$ cat config.mk
export PLATFORM = sky130hd
export DESIGN_NAME = mem_read_b_pp
export DESIGN_NICKNAME = d
export VERILOG_FILES = /design/src/rtl/ibert_mem_pkg.sv /design/src/rtl/delay_line.sv /design/src/rtl/mem_read_b_pp.sv
export SDC_FILE = /design/constraint.sdc
export NUM_CORES = 1
export LEC_CHECK = 0
export ABC_AREA = 1
export CAP_MARGIN = 20
export CORE_MARGIN = 10
export CORE_UTILIZATION = 45
export CTS_CLUSTER_DIAMETER = 50
export DETAILED_ROUTE_END_ITERATION = 6
export GPL_TIMING_DRIVEN = 1
export MAX_ROUTING_LAYER = met4
export PLACE_DENSITY_LB_ADDON = 0.08
export SYNTH_ARGS = -nofsm -noshare
export SYNTH_HDL_FRONTEND = slang
export SYNTH_HIERARCHICAL = 1
export SYNTH_SLANG_ARGS = --single-unit
$ cat constraint.sdc
create_clock -name clk -period 2.68 [get_ports clk]
set_input_delay 0.402 -clock clk [delete_from_list [all_inputs] [get_ports clk]]
set_output_delay 0.402 -clock clk [all_outputs]
set_load 0.1 [all_outputs]
$ cat src/rtl/ibert_mem_pkg.sv
// Shared definitions for the ping-pong buffer read-side address generators.
// Holds the read FSM state type and the block credit limits.
package ibert_mem_pkg;

  // Read FSM: IDLE waits for a written block, READ issues bank addresses.
  typedef enum logic {
    IDLE = 1'b0,
    READ = 1'b1
  } rd_state_e;

  // Written-but-unread block credit: 0..2 (one per buffer half).
  localparam int                  CREDIT_W   = 2;
  localparam logic [CREDIT_W-1:0] CREDIT_MAX = 2'd2;
  localparam logic [CREDIT_W-1:0] CREDIT_ONE = 2'd1;

endpackage

$ cat src/rtl/delay_line.sv
// Fixed-latency shift register, WIDTH bits wide and DEPTH stages deep.
// Used to align bank-read strobes and markers with the bank read latency.
module delay_line #(
  parameter int WIDTH = 1,
  parameter int DEPTH = 1
) (
  input  logic             clk,
  input  logic             rst,
  input  logic [WIDTH-1:0] din,
  output logic [WIDTH-1:0] dout
);

  logic [WIDTH-1:0] stage [DEPTH];

  // Shift din through DEPTH registered stages.
  // NOTE: this array is a handful of strobe flops, not a RAM, so it is reset;
  // a reset must flush any in-flight valid bits rather than let them emerge.
  always_ff @(posedge clk or posedge rst) begin
    if (rst) begin
      for (int i = 0; i < DEPTH; i++) stage[i] <= '0;
    end else begin
      stage[0] <= din;
      for (int i = 1; i < DEPTH; i++) stage[i] <= stage[i-1];
    end
  end

  assign dout = stage[DEPTH-1];

endmodule

$ cat src/rtl/mem_read_b_pp.sv
// Read-side address generator for the ping-pong B buffer.
// Issues one lock-step address to all N2 banks per accepted cycle, walking
// row / phase / repeat / block, alternating buffer halves per block and
// tracking written-but-unread blocks with a 2-deep credit counter.
// Optional feature: define MEM_READ_B_TILE_MARK_EN to generate tile_first /
// tile_last; otherwise they are tied low and their pipeline is absent.
module mem_read_b_pp
  import ibert_mem_pkg::*;
#(
  parameter int N2           = 4,
  parameter int MATRIXSIZE_W = 16,
  parameter int ADDR_W       = 12,
  parameter int RD_LAT       = 1
) (
  input  logic                    clk,
  input  logic                    rst,
  input  logic [MATRIXSIZE_W-1:0] M2,
  input  logic [MATRIXSIZE_W-1:0] BLOCK_WIDTHdN2,
  input  logic [MATRIXSIZE_W-1:0] BLOCK_NUM,
  input  logic [MATRIXSIZE_W-1:0] REPEAT,
  input  logic                    blk_wr_done,
  input  logic                    rd_ready,
  output logic [ADDR_W-1:0]       rd_addr_B,
  output logic                    rd_en_B,
  output logic                    data_valid_B,
  output logic                    tile_first,
  output logic                    tile_last,
  output logic                    blk_rd_done,
  output logic                    all_done,
  output logic                    overflow_err
);

  localparam logic [MATRIXSIZE_W-1:0] CNT_ONE = MATRIXSIZE_W'(1);

  if (N2 < 1 || RD_LAT < 1) begin : g_param_check
    $error("mem_read_b_pp: N2 and RD_LAT must be at least 1");
  end

  rd_state_e               state;
  logic [MATRIXSIZE_W-1:0] row, phase, rep, blk_cnt;
  logic [ADDR_W-2:0]       offset;     // phase*M2, accumulated
  logic                    pp;         // buffer half being read
  logic [CREDIT_W-1:0]     credit, credit_nxt;
  logic                    ovf_set;
  logic                    issue, row_last, phase_last, rep_last, blk_last, blk_end;
  logic [ADDR_W-1:0]       addr;

  // Loop-position decode and the address for the current issue.
  // NOTE: every signal gets a default at the top of always_comb so no path
  // leaves one unassigned, which would infer a latch.
  always_comb begin
    issue      = (state == READ) && rd_ready;
    row_last   = (row     == M2 - CNT_ONE);
    phase_last = (phase   == BLOCK_WIDTHdN2 - CNT_ONE);
    rep_last   = (rep     == REPEAT - CNT_ONE);
    blk_last   = (blk_cnt == BLOCK_NUM - CNT_ONE);
    blk_end    = issue && row_last && phase_last && rep_last;
    addr       = {pp, offset + row[ADDR_W-2:0]};
  end

  // Credit update: writer completions add, block ends remove, both cancel.
  always_comb begin
    credit_nxt = credit;
    ovf_set    = 1'b0;
    if (blk_wr_done && !blk_end) begin
      if (credit == CREDIT_MAX) ovf_set    = 1'b1;
      else                      credit_nxt = credit + CREDIT_ONE;
    end else if (!blk_wr_done && blk_end) begin
      credit_nxt = credit - CREDIT_ONE;
    end
  end

  // Read FSM, loop counters, credit and registered read-side outputs.
  // NOTE: sequential state uses non-blocking assignments so every register
  // samples pre-edge values regardless of statement order.
  always_ff @(posedge clk or posedge rst) begin
    if (rst) begin
      state        <= IDLE;
      row          <= '0;
      phase        <= '0;
      rep          <= '0;
      blk_cnt      <= '0;
      offset       <= '0;
      pp           <= 1'b0;
      credit       <= '0;
      overflow_err <= 1'b0;
      rd_addr_B    <= '0;
      rd_en_B      <= 1'b0;
      blk_rd_done  <= 1'b0;
      all_done     <= 1'b0;
    end else begin
      credit      <= credit_nxt;
      rd_en_B     <= issue;
      blk_rd_done <= blk_end;
      all_done    <= blk_end && blk_last;
      if (ovf_set) overflow_err <= 1'b1;

      if (issue) begin
        rd_addr_B <= addr;
        if (!row_last) begin
          row <= row + CNT_ONE;
        end else begin
          row <= '0;
          if (!phase_last) begin
            phase  <= phase + CNT_ONE;
            offset <= offset + M2[ADDR_W-2:0];
          end else begin
            phase  <= '0;
            offset <= '0;
            if (!rep_last) begin
              rep <= rep + CNT_ONE;
            end else begin
              rep     <= '0;
              pp      <= ~pp;
              blk_cnt <= blk_last ? '0 : blk_cnt + CNT_ONE;
            end
          end
        end
      end

      case (state)
        IDLE: if (credit_nxt != '0) state <= READ;
        READ: if (blk_end && (blk_last || credit_nxt == '0)) state <= IDLE;
        default: state <= IDLE;
      endcase
    end
  end

`ifdef MEM_READ_B_TILE_MARK_EN
  logic       mark_first_q, mark_last_q;
  logic [2:0] dly_out;

  // Row markers registered alongside rd_en_B, then delayed with it.
  always_ff @(posedge clk or posedge rst) begin
    if (rst) begin
      mark_first_q <= 1'b0;
      mark_last_q  <= 1'b0;
    end else begin
      mark_first_q <= issue && (row == '0);
      mark_last_q  <= issue && row_last;
    end
  end

  delay_line #(.WIDTH(3), .DEPTH(RD_LAT)) u_dly (
    .clk  (clk),
    .rst  (rst),
    .din  ({rd_en_B, mark_first_q, mark_last_q}),
    .dout (dly_out)
  );

  assign data_valid_B = dly_out[2];
  assign tile_first   = dly_out[1];
  assign tile_last    = dly_out[0];
`else
  delay_line #(.WIDTH(1), .DEPTH(RD_LAT)) u_dly (
    .clk  (clk),
    .rst  (rst),
    .din  (rd_en_B),
    .dout (data_valid_B)
  );

  assign tile_first = 1'b0;
  assign tile_last  = 1'b0;
`endif

endmodule

==> results of run 1 <==
[worst min-delay path by stage]
| stage | slack, ns | depth (start not counted) | to |
|---|---|---|---|
| final | 0.26 | 2 | u_dly/dout$_DFF_PP0_ |
| after global routing | 0.27 | 2 | u_dly/dout$_DFF_PP0_ |
| after CTS | 0.25 | 2 | u_dly/dout$_DFF_PP0_ |
| after detailed placement | 0.37 | 0 | u_dly/dout$_DFF_PP0_ |
| after global placement | 0.36 | 0 | u_dly/dout$_DFF_PP0_ |
| after floorplan | 0.13 | 1 | u_dly/dout$_DFF_PP0_ |
[flip-flops by register name, indices dropped and copies added (netlist names), 2 cells and up]
name,count
credit,2
blk_cnt,16
rd_addr_B,12
row,16
offset,11
phase,16
rep,16
[metrics by stage]
step / cell area, um2 / hold slack, ns
6_report: 11800 / 0.262
5_1_grt: 11800 / 0.267
4_1_cts: 11400 / 0.250
3_5_place_dp: 11000 / 0.367
3_3_place_gp: 11000 / 0.360
2_1_floorplan: 8770 / 0.131
[placed cells by master (no fill, tap or decap), types with 31 or more instances in the layout]
cell	instances
buf_4	188
clkdlybuf4s50_1	48
xor2_1	65
nand3_1	105
nor2_1	117
o21ai_0	50
a21oi_1	40
dfrtp_1	96
xnor2_1	31
inv_1	172
nand2_1	344
[layout make-up]
class / count / area [um2] / share of cell area, %
Multi-Input combinational cell: 1021 / 5870 / 49.5
Clock buffer: 9 / 225 / 1.90
Clock inverter: 7 / 61.3 / 0.518
Tap cell: 260 / 325 / 2.75
Inverter: 190 / 723 / 6.10
Sequential cell: 96 / 2400 / 20.3
Timing Repair Buffer: 264 / 2240 / 18.9
[power by group through the flow]
stage	clock, uW	combinational [uW]	sequential, uW
6_report	1270	2220	1760
2_1_floorplan	0	964	2230
3_3_place_gp	0	2110	1790
5_1_grt	1360	2460	1790
3_5_place_dp	0	2140	1790
4_1_cts	1310	2170	1760
[metal layers]
layer | track usage (%) | vias up
met3 | 2.43 | 34
met4 | 4.13 | 0
li1 | - | 4798
met1 | 25.7 | 4144
met2 | 30.8 | 166
met5 | - | -
[timing repair]
item                                    in CTS  in global routing
setup buffers                                5                 14
hold buffers                                 0                  0
pin swaps                                   13                 42
resized for setup                           25                100
endpoints found under the setup margin      28                 61
cloned                                       0                  2
[kinds of logic (layout without fill, tap and decap cells)]
kind of cell / count (synthesis) / after routing / synth area share (%)
AND/OR/NAND/NOR: 759 / 759 / 40.0
buffers and inverters: 212 / 470 / 9.68
AO/OA/AOI/OAI: 128 / 128 / 8.11
XOR/XNOR: 100 / 100 / 9.99
flip-flops: 96 / 96 / 27.4
adder cells (fa/ha/maj): 32 / 32 / 4.74
other: 1 / 2 / 0.0428
==> qor.csv, run 1 <==
stage;metric;value;unit
setup_path;required;2.91;ns
yosys;syn_inst;1328;
final_layout;final_layout_size_suffix_gt1_share;21.8;%
sta;fmax;0.397;GHz
floorplan;rows;50;
power_and_ir_drop;p_per_area;444;mW/mm2
final_layout;antenna_cells;0;
clock_tree;clock_latency;0.35;ns
detailed_routing;m1WireLength;12000;um
final_layout;nets;1682;
setup_path;r2r_end;phase[9]$_DFFE_PP0N_;
sta;finalCriticalPeriod;2.52;ns
min_path;hp-class;input port to async pin;
yosys;synth-seq-area-share;27.4;%
global_routing;grt_pass1_vias;8516;
sta;slew_violations;0;
yosys;yosysMostFrequentCell;nand2_1;
yosys;avgSynthCellArea;6.60;um2
global_routing;antenna_found_initial;0;
detailed_routing;wl_per_cell;13.5;um
setup_path;crit_path_frequent_cell;nand2_1;
global_routing;grt.overflow.total;0;
setup_path;path_delay_family;simple AND/OR/NAND/NOR gates;
yosys;async_reset_ff_share;100;%
setup_path;crit_start;BLOCK_WIDTHdN2[4];
sta;tns;0;ns
power_and_ir_drop;combPwrFrac;42.3;%
final_layout;fillers;1844;
detailed_routing;drtIter0Drc;555;
detailed_routing;via_per_inst;4.95;
setup_path;cp_max_fo;6;
placement;dp_worst_setup_slack;-0.454;ns
setup_path;endpoint_kind;register;
detailed_routing;ant_nets;0;
power_and_ir_drop;p_sw_share;41.6;%
sta;setup_viol;0;
setup_path;path_depth;18;
detailed_routing;drc_errors;0;
yosys;synth_common_cells;nand2_1 (359), inv_1 (183), nor2_1 (137), nand3_1 (110), dfrtp_1 (96);
power_and_ir_drop;p_sw;2190;uW
final_layout;syn_to_final_growth;35.1;%
power_and_ir_drop;internal_power;3070;uW
floorplan;fp.coreArea;0.0190;mm2
sta;worst_pin_slew;0.589;ns
setup_path;slowest_stage;clkdlybuf4s50_1;
yosys;synth_area_leader_cell;dfrtp_1;
job;max_cap_viol_count;0;
detailed_routing;route.met2.wl;11700;um
clock_tree;path_clk_slew;0.07;ns
setup_path;r2r_slack;0.26;ns
detailed_routing;drt_pre_antenna_iters;5;
floorplan;die-height;160;um
global_routing;grt_max_degree;37;
final_layout;fin_util;62.5;%
placement;dp_cells;1811;
sta;rsz0062_at_grt;yes;
sta;finClkSkew;0.00841;ns
floorplan;die_area;0.0255;mm2
setup_path;critical_path_buf_inv_count;5;
power_and_ir_drop;p_total;5260;uW
sta;relSlewSlack;60.4;%
yosys;synth_area_leaders;dfrtp_1 (27%), nand2_1 (15%), inv_1 (7.8%);
placement;dp_hpwl;20200;um
sta;period_share;94.0;%
placement;io_buffer_count;84;
clock_tree;cts_buffer_depth;2;
yosys;synth_edf_count;0;
final_layout;layoutNonFillerInstCount;1847;
power_and_ir_drop;leakage;0.00617;uW
clock_tree;htreeDepth;3;
setup_path;endpoint;rep[3]$_DFFE_PP0N_;
global_routing;grt_pass1_wl;40700;um
setup_path;crit_chain;clkdlybuf4s50_1, nor2_2, inv_1, nor2_4, nand2_1, nand2_1, nand2_1, nor2_1, nand2_1, nor2_1, nand3_2, nor2_4, buf_6, nand2_4, nor2_4, buf_4, buf_4, nor3_1;
detailed_routing;vias;9142;
clock_tree;cts.root.buffer_cell;clkbuf_16;
setup_path;path_class;input port to register;
detailed_routing;dr.max_layer_used;met4;
setup_path;arrival;2.75;ns
floorplan;die_w;160;um
power_and_ir_drop;p_seq_share;33.5;%
yosys;synth_flop_cell;dfrtp_1;
sta;final_hold_viol_count;0;
clock_tree;cts_tree;yes;
clock_tree;numCtsBuffers;9;
floorplan;initial_core_util;46.2;%
floorplan;floorplan.io_pins;87;
yosys;synth_warnings;6;
clock_tree;clock_sink_count;96;
setup_path;worstSetupStartpointType;input port;
yosys;post_synth_instance_area;0.00877;mm2
setup_path;reg2regPathDepth;18;
yosys;synth_top_area_share;27.4;%
setup_path;r2r_start;row[4]$_DFFE_PP0P_;
sta;setup_ws;0.161;ns
yosys;ys_ff_latch;96;
setup_path;critical_path.max_stage_delay;0.46;ns
yosys;yosysUniqueCellTypes;54;
detailed_routing;wl_met3;822;um
global_routing;track_usage;19.3;%
placement;gp_congestion;0.903;
status;status;finished clean;
detailed_routing;drt_wl_total;24900;um
power_and_ir_drop;peakVddDrop;0.000730;V
power_and_ir_drop;clock_power_share;24.2;%
No activity file was read; power rests on OpenSTA's default activity.
==> run 2: changes to the inputs <==
GPL_ROUTABILITY_DRIVEN = 0   (was default)
==> run 2 against run 1 <==
Net effect: worst setup slack worse by 0.072 ns; global-route usage about the same; routed wire length up 0.37%; clock-buffer cell count unchanged; register-to-register slack worse by 0.04 ns; first-iteration DRC count down 3.6%; clock skew about the same; design area up 0.97%; power up 1.6%; largest cell class unchanged; largest power group unchanged.
==> qor.csv, run 2 (synthesis gave the netlist of run 1 again) <==
stage;metric;value;unit;change
placement;dp_hpwl;19600;um;-2.6%
floorplan;initial_core_util;46.2;%;unchanged
final_layout;fillers;1750;;-5.1%
sta;whs;0.260;ns;-0.00217 ns
power_and_ir_drop;peakVddDrop;0.000761;V;+4.2%
power_and_ir_drop;p_total;5340;uW;+1.6%
global_routing;antenna_found_initial;0;;unchanged
setup_path;r2r_start;offset[0]$_DFFE_PP0N_;;
floorplan;fp.coreArea;0.0190;mm2;unchanged
setup_path;required;2.92;ns;about the same
final_layout;fin_util;63.1;%;+0.61 points
sta;setup_viol;0;;unchanged
global_routing;grt_pass1_wl;40900;um;+0.53%
sta;fmax;0.386;GHz;-2.8%
final_layout;seq_area;0.00240;mm2;unchanged
clock_tree;numCtsBuffers;9;;unchanged
final_layout;multi_input_area;0.00588;mm2;+0.30%
global_routing;grt_max_degree;96;;+160%
clock_tree;cts_buffer_depth;2;;unchanged
detailed_routing;drt_pre_antenna_iters;5;;unchanged
final_layout;final_common_cell;nand2_1;;
global_routing;grt.overflow.total;0;;unchanged
setup_path;worstSetupStartpointType;input port;;
sta;tns;0;ns;unchanged
sta;relSlewSlack;62.0;%;+1.6 points
power_and_ir_drop;p_sw;2200;uW;+0.86%
power_and_ir_drop;clock_power_share;25.8;%;+1.6 points
clock_tree;htreeDepth;3;;unchanged
min_path;hp-class;input port to async pin;;
power_and_ir_drop;leakage;0.00623;uW;+0.92%
setup_path;r2r_end;rd_addr_B[10]$_DFFE_PP0P_;;
sta;final_hold_viol_count;0;;unchanged
detailed_routing;wl_per_cell;13.5;um;+0.21%
sta;finClkSkew;0.00879;ns;+0.000385 ns
placement;io_buffer_count;84;;unchanged
power_and_ir_drop;p_sw_share;41.3;%;-0.29 points
clock_tree;cts.root.buffer_cell;clkbuf_16;;
detailed_routing;drt_wl_total;25000;um;+0.37%
clock_tree;cts_hold_buf;0;;unchanged
setup_path;crit_path_frequent_cell;nand2_1;;
setup_path;cp_max_fo;7;;+1
final_layout;layout_common_cells;nand2_1 (343), buf_4 (187), inv_1 (175), nor2_1 (114), nand3_1 (103);;
clock_tree;path_clk_slew;0.08;ns;about the same
power_and_ir_drop;p_per_area;446;mW/mm2;+0.59%
setup_path;critical_path.max_stage_delay;0.48;ns;+0.02 ns
sta;period_share;96.7;%;+2.7 points
setup_path;r2r_slack;0.22;ns;-0.04 ns
floorplan;rows;50;;unchanged
final_layout;nets;1685;;+0.18%
clock_tree;clock_latency;0.36;ns;about the same
final_layout;antenna_cells;0;;unchanged
clock_tree;cts_tree;yes;;
sta;worst_pin_slew;0.565;ns;-0.0237 ns
global_routing;grt_pass1_vias;8673;;+1.8%
job;max_cap_viol_count;0;;unchanged
floorplan;floorplan.io_pins;87;;unchanged
setup_path;endpoint_kind;register;;
global_routing;track_usage;19.3;%;-0.027 points
setup_path;slowest_stage;clkdlybuf4s50_1;;
clock_tree;clock_sink_count;96;;unchanged
power_and_ir_drop;internal_power;3130;uW;+2.1%
final_layout;final_layout_size_suffix_gt1_share;21.8;%;-0.041 points
setup_path;path_class;input port to register;;
power_and_ir_drop;combPwrFrac;41.2;%;-1.1 points
detailed_routing;via_per_inst;4.95;;about the same
setup_path;arrival;2.83;ns;+0.08 ns
setup_path;crit_chain;clkdlybuf4s50_1, inv_2, nand3_4, nor2_4, nand2_4, or2_0, nand2_1, nand2_1, nor2_1, nand2_1, nor2_2, inv_2, nor3_4, buf_6, buf_6, clkbuf_16, o21ai_0;;
detailed_routing;drtIter0Drc;535;;-3.6%
detailed_routing;drc_errors;0;;unchanged
power_and_ir_drop;p_seq_share;33.0;%;-0.5 points
floorplan;die_w;160;um;unchanged
floorplan;die_area;0.0255;mm2;unchanged
detailed_routing;vias;9165;;+0.25%
floorplan;die-height;160;um;unchanged
setup_path;reg2regPathDepth;18;;unchanged
status;status;finished clean;;
sta;slew_violations;0;;unchanged
final_layout;syn_to_final_growth;36.5;%;
sta;finalCriticalPeriod;2.59;ns;+0.0720 ns
detailed_routing;ant_nets;0;;unchanged
==> run 2: changes by cell type in the layout (fill, tap and decap cells not counted), sizes merged <==
cell and change:
clkinvlp -2, clkdlybuf4s15 -1, dlygate4sd2 +2, buf +2, clkinv +1, bufinv +1
==> run 2: final cells by class <==
class | instances | area share [%]
multi-input cells | 1021 | 49.2
flip-flops and latches | 96 | 20.1
repair buffers | 267 | 19.4
inverters | 190 | 6.07
well taps | 260 | 2.72
clock buffers | 9 | 1.88
clock inverters | 7 | 0.711
==> run 2: power by group through the flow <==
stage / registers [uW] / clock network, uW / logic [uW]
finish: 1760 / 1380 / 2200
global route: 1790 / 1450 / 2430
CTS: 1760 / 1400 / 2140
detailed placement: 1790 / 0 / 2110
global placement: 1790 / 0 / 2090
floorplan: 2230 / 0 / 964
==> run 2: per-layer routing <==
| layer | part of all wire, % | up-vias | global-route usage, % |
|---|---|---|---|
| li1 | - | 4792 | - |
| met1 | 48 | 4176 | 24.7 |
| met2 | 48 | 166 | 31.6 |
| met3 | 3.0 | 31 | 2.32 |
| met4 | 1.5 | 0 | 4.93 |
| met5 | 0 | - | - |
==> run 2: stage by stage <==
stage	worst slack, ns	cell area [um2]	std cells
after CTS	0.0129	11400	1831
after detailed placement	-0.499	11000	1804
after global placement	-0.437	11000	1804
final	0.0893	12000	1850
after global routing	-0.0414	12000	1850
after floorplan	0.322	8770	1329
==> run 2: worst max-delay path by stage <==
| stage | from | endpoint | slack [ns] | depth (start not counted) |
|---|---|---|---|---|
| 3_3_place_gp | BLOCK_WIDTHdN2[0] | rep[11]$_DFFE_PP0N_ | -0.44 | 20 |
| 6_report | REPEAT[3] | blk_cnt[2]$_DFFE_PP0P_ | 0.09 | 17 |
| 5_1_grt | REPEAT[3] | blk_cnt[11]$_DFFE_PP0P_ | -0.04 | 18 |
| 2_1_floorplan | M2[0] | rep[6]$_DFFE_PP0N_ | 0.32 | 18 |
| 4_1_cts | REPEAT[0] | blk_cnt[9]$_DFFE_PP0P_ | 0.01 | 19 |
| 3_5_place_dp | BLOCK_WIDTHdN2[0] | rep[11]$_DFFE_PP0N_ | -0.50 | 20 |
==> run 2: repair_timing <==
action	4_1_cts	5_1_grt
gates resized for setup	28	99
endpoints found under the setup margin	26	63
gates cloned	0	3
pin swaps	8	40
buffers inserted	11	16
==> run 2: worst max-delay path, delay by kind of cell <==
kind                   cells  cell delay (ns)
AND/OR/NAND/NOR           10             1.26
buffers and inverters      6             1.09
AO/OA/AOI/OAI              1             0.08
==> variant: new RTL, config.mk and constraints of run 2 <==
Change the parameter `RD_LAT` from 1 to 2.
--- a/src/rtl/mem_read_b_pp.sv
+++ b/src/rtl/mem_read_b_pp.sv
@@ -11,5 +11,5 @@
   parameter int MATRIXSIZE_W = 16,
   parameter int ADDR_W       = 12,
-  parameter int RD_LAT       = 1
+  parameter int RD_LAT       = 2
 ) (
   input  logic                    clk,
Behaviour: not the same (a bounded check fails within 4 cycles, from zero or initial values and one cycle with rst high).
==> variant against run 2 <==
Synthesized area grew 0.29%; wire length grew 3.2%; non-clock buffer count shrank 2; worst setup slack gained 0.023 ns; design area shrank 0.48%; sequential cell count grew 1; clock power grew 11%; die area grew 0.25%; power grew 3.2%; highest routed layer unchanged.
==> variant: results (changes against run 2) <==
Post-Route WL - 25.8 mm (was 25.0 mm)
synth top area cells - dfrtp_1 (28%), nand2_1 (15%), inv_1 (7.8%) (was dfrtp_1 (27%), nand2_1 (15%), inv_1 (7.8%))
Slew @ Worst Pin - 0.634 ns (was 0.565 ns)
Sw Share - 39.6% (was 41.3%)
Resized Gates After CTS - 30 (was 28)
Hold Path Class - in2async (unchanged)
count of different cell masters after synthesis - 54 (unchanged)
met3 usage - 3.29% (was 2.32%)
power share of the clock group - 27.7% (was 25.8%)
Layout Cells excl Fill - 1854 (was 1850)
vias in the first global route - 8959 (was 8673)
layout cell share with drive strength beyond 1 - 21.1% (was 21.8%)
Port Buf Inserts - 84 (unchanged)
DP Area - 11000 um^2 (about the same)
CP max-delay cell - clkdlybuf4s50_1 (unchanged)
Layout Nets - 1684 (was 1685)
Post-DP HPWL - 20.0 mm (was 19.6 mm)
CP peak stage delay - 0.41 ns (was 0.48 ns)
Lkg Pwr - 0.00618 uW (was 0.00623 uW)
status - complete, no violations (unchanged)
met2 WL - 12.3 mm (was 12.0 mm)
Peak VDD IR - 725 uV (was 761 uV)
largest net degree at the start of global routing - 79 (was 96)
drt pass-1 iters - 5 (unchanged)
H-tree depth - 3 (unchanged)
crit-path leading delay family - simple AND/OR/NAND/NOR gates (unchanged)
sequential-to-total area share from yosys stat - 27.6% (was 27.4%)
met3 WL - 834 um (was 750 um)
hold_ws - 0.279 ns (was 0.260 ns)
clock skew - 0.00804 ns (was 0.00879 ns)
Iteration-0 DRC Markers - 454 (was 535)
Synth Area per Inst - 6.61 um^2 (was 6.60 um^2)
Top FF cell, synth - dfrtp_1 (unchanged)
routing usage on met1 - 24.6% (was 24.7%)
initial antenna violation count - 0 (unchanged)
pre-CTS WS - -0.546 ns (was -0.499 ns)
reg2reg end - rd_addr_B[9] (was rd_addr_B[10])
synth cell count leaders - nand2_1 (359), inv_1 (183), nor2_1 (137) (unchanged)
CP max FO - 8 (was 7)
worst r2r src - offset[2] (was offset[0])
first-pass GRT wire length - 42.2 mm (was 40.9 mm)
Critical Path Start - REPEAT[1] (was REPEAT[3])
gr usage total - 20.1% (was 19.3%)
Vias - 9285 (was 9165)
metal1 wirelength - 12.0 mm (was 11.9 mm)
dpl cells - 1816 (was 1804)
fmax - 389 MHz (was 386 MHz)
Gate power share - 39.9% (was 41.2%)
CP Capture Point - blk_cnt[9] (was blk_cnt[2])
Post-CTS Repair Setup Buffers - 10 (was 11)
Internal - 3330 uW (was 3130 uW)
FF-to-FF path depth - 16 (was 18)
grt met2 use - 33.5% (was 31.6%)
[variant: final cells by class]
| type | instances | area (um^2) |
|---|---|---|
| fillers | 1881 | 7430 |
| multi-input cells | 1021 | 5800 |
| flip-flops and latches | 97 | 2430 |
| repair buffers | 265 | 2280 |
| inverters | 190 | 719 |
| well taps | 265 | 332 |
| clock buffers | 10 | 229 |
| clock inverters | 6 | 115 |
[variant: worst register-to-register path: cells and delay by family, from the launching register on]
kind | cells | cell delay [ns]
AOI/OAI and AO/OA | 4 | 0.61
DFF | 1 | 0.41
buffers and inverters | 1 | 0.08
and+or+nand+nor | 10 | 0.89
adders and majority gates | 1 | 0.36
[variant: cell families after synthesis]
kind of cell	after synthesis	synth area share [%]
buf+inv	212	9.65
compound gates	128	8.08
xor+xnor	100	9.96
flops	97	27.6
simple gates	759	39.9
other cells	1	0.0427
fa+ha+maj	32	4.73
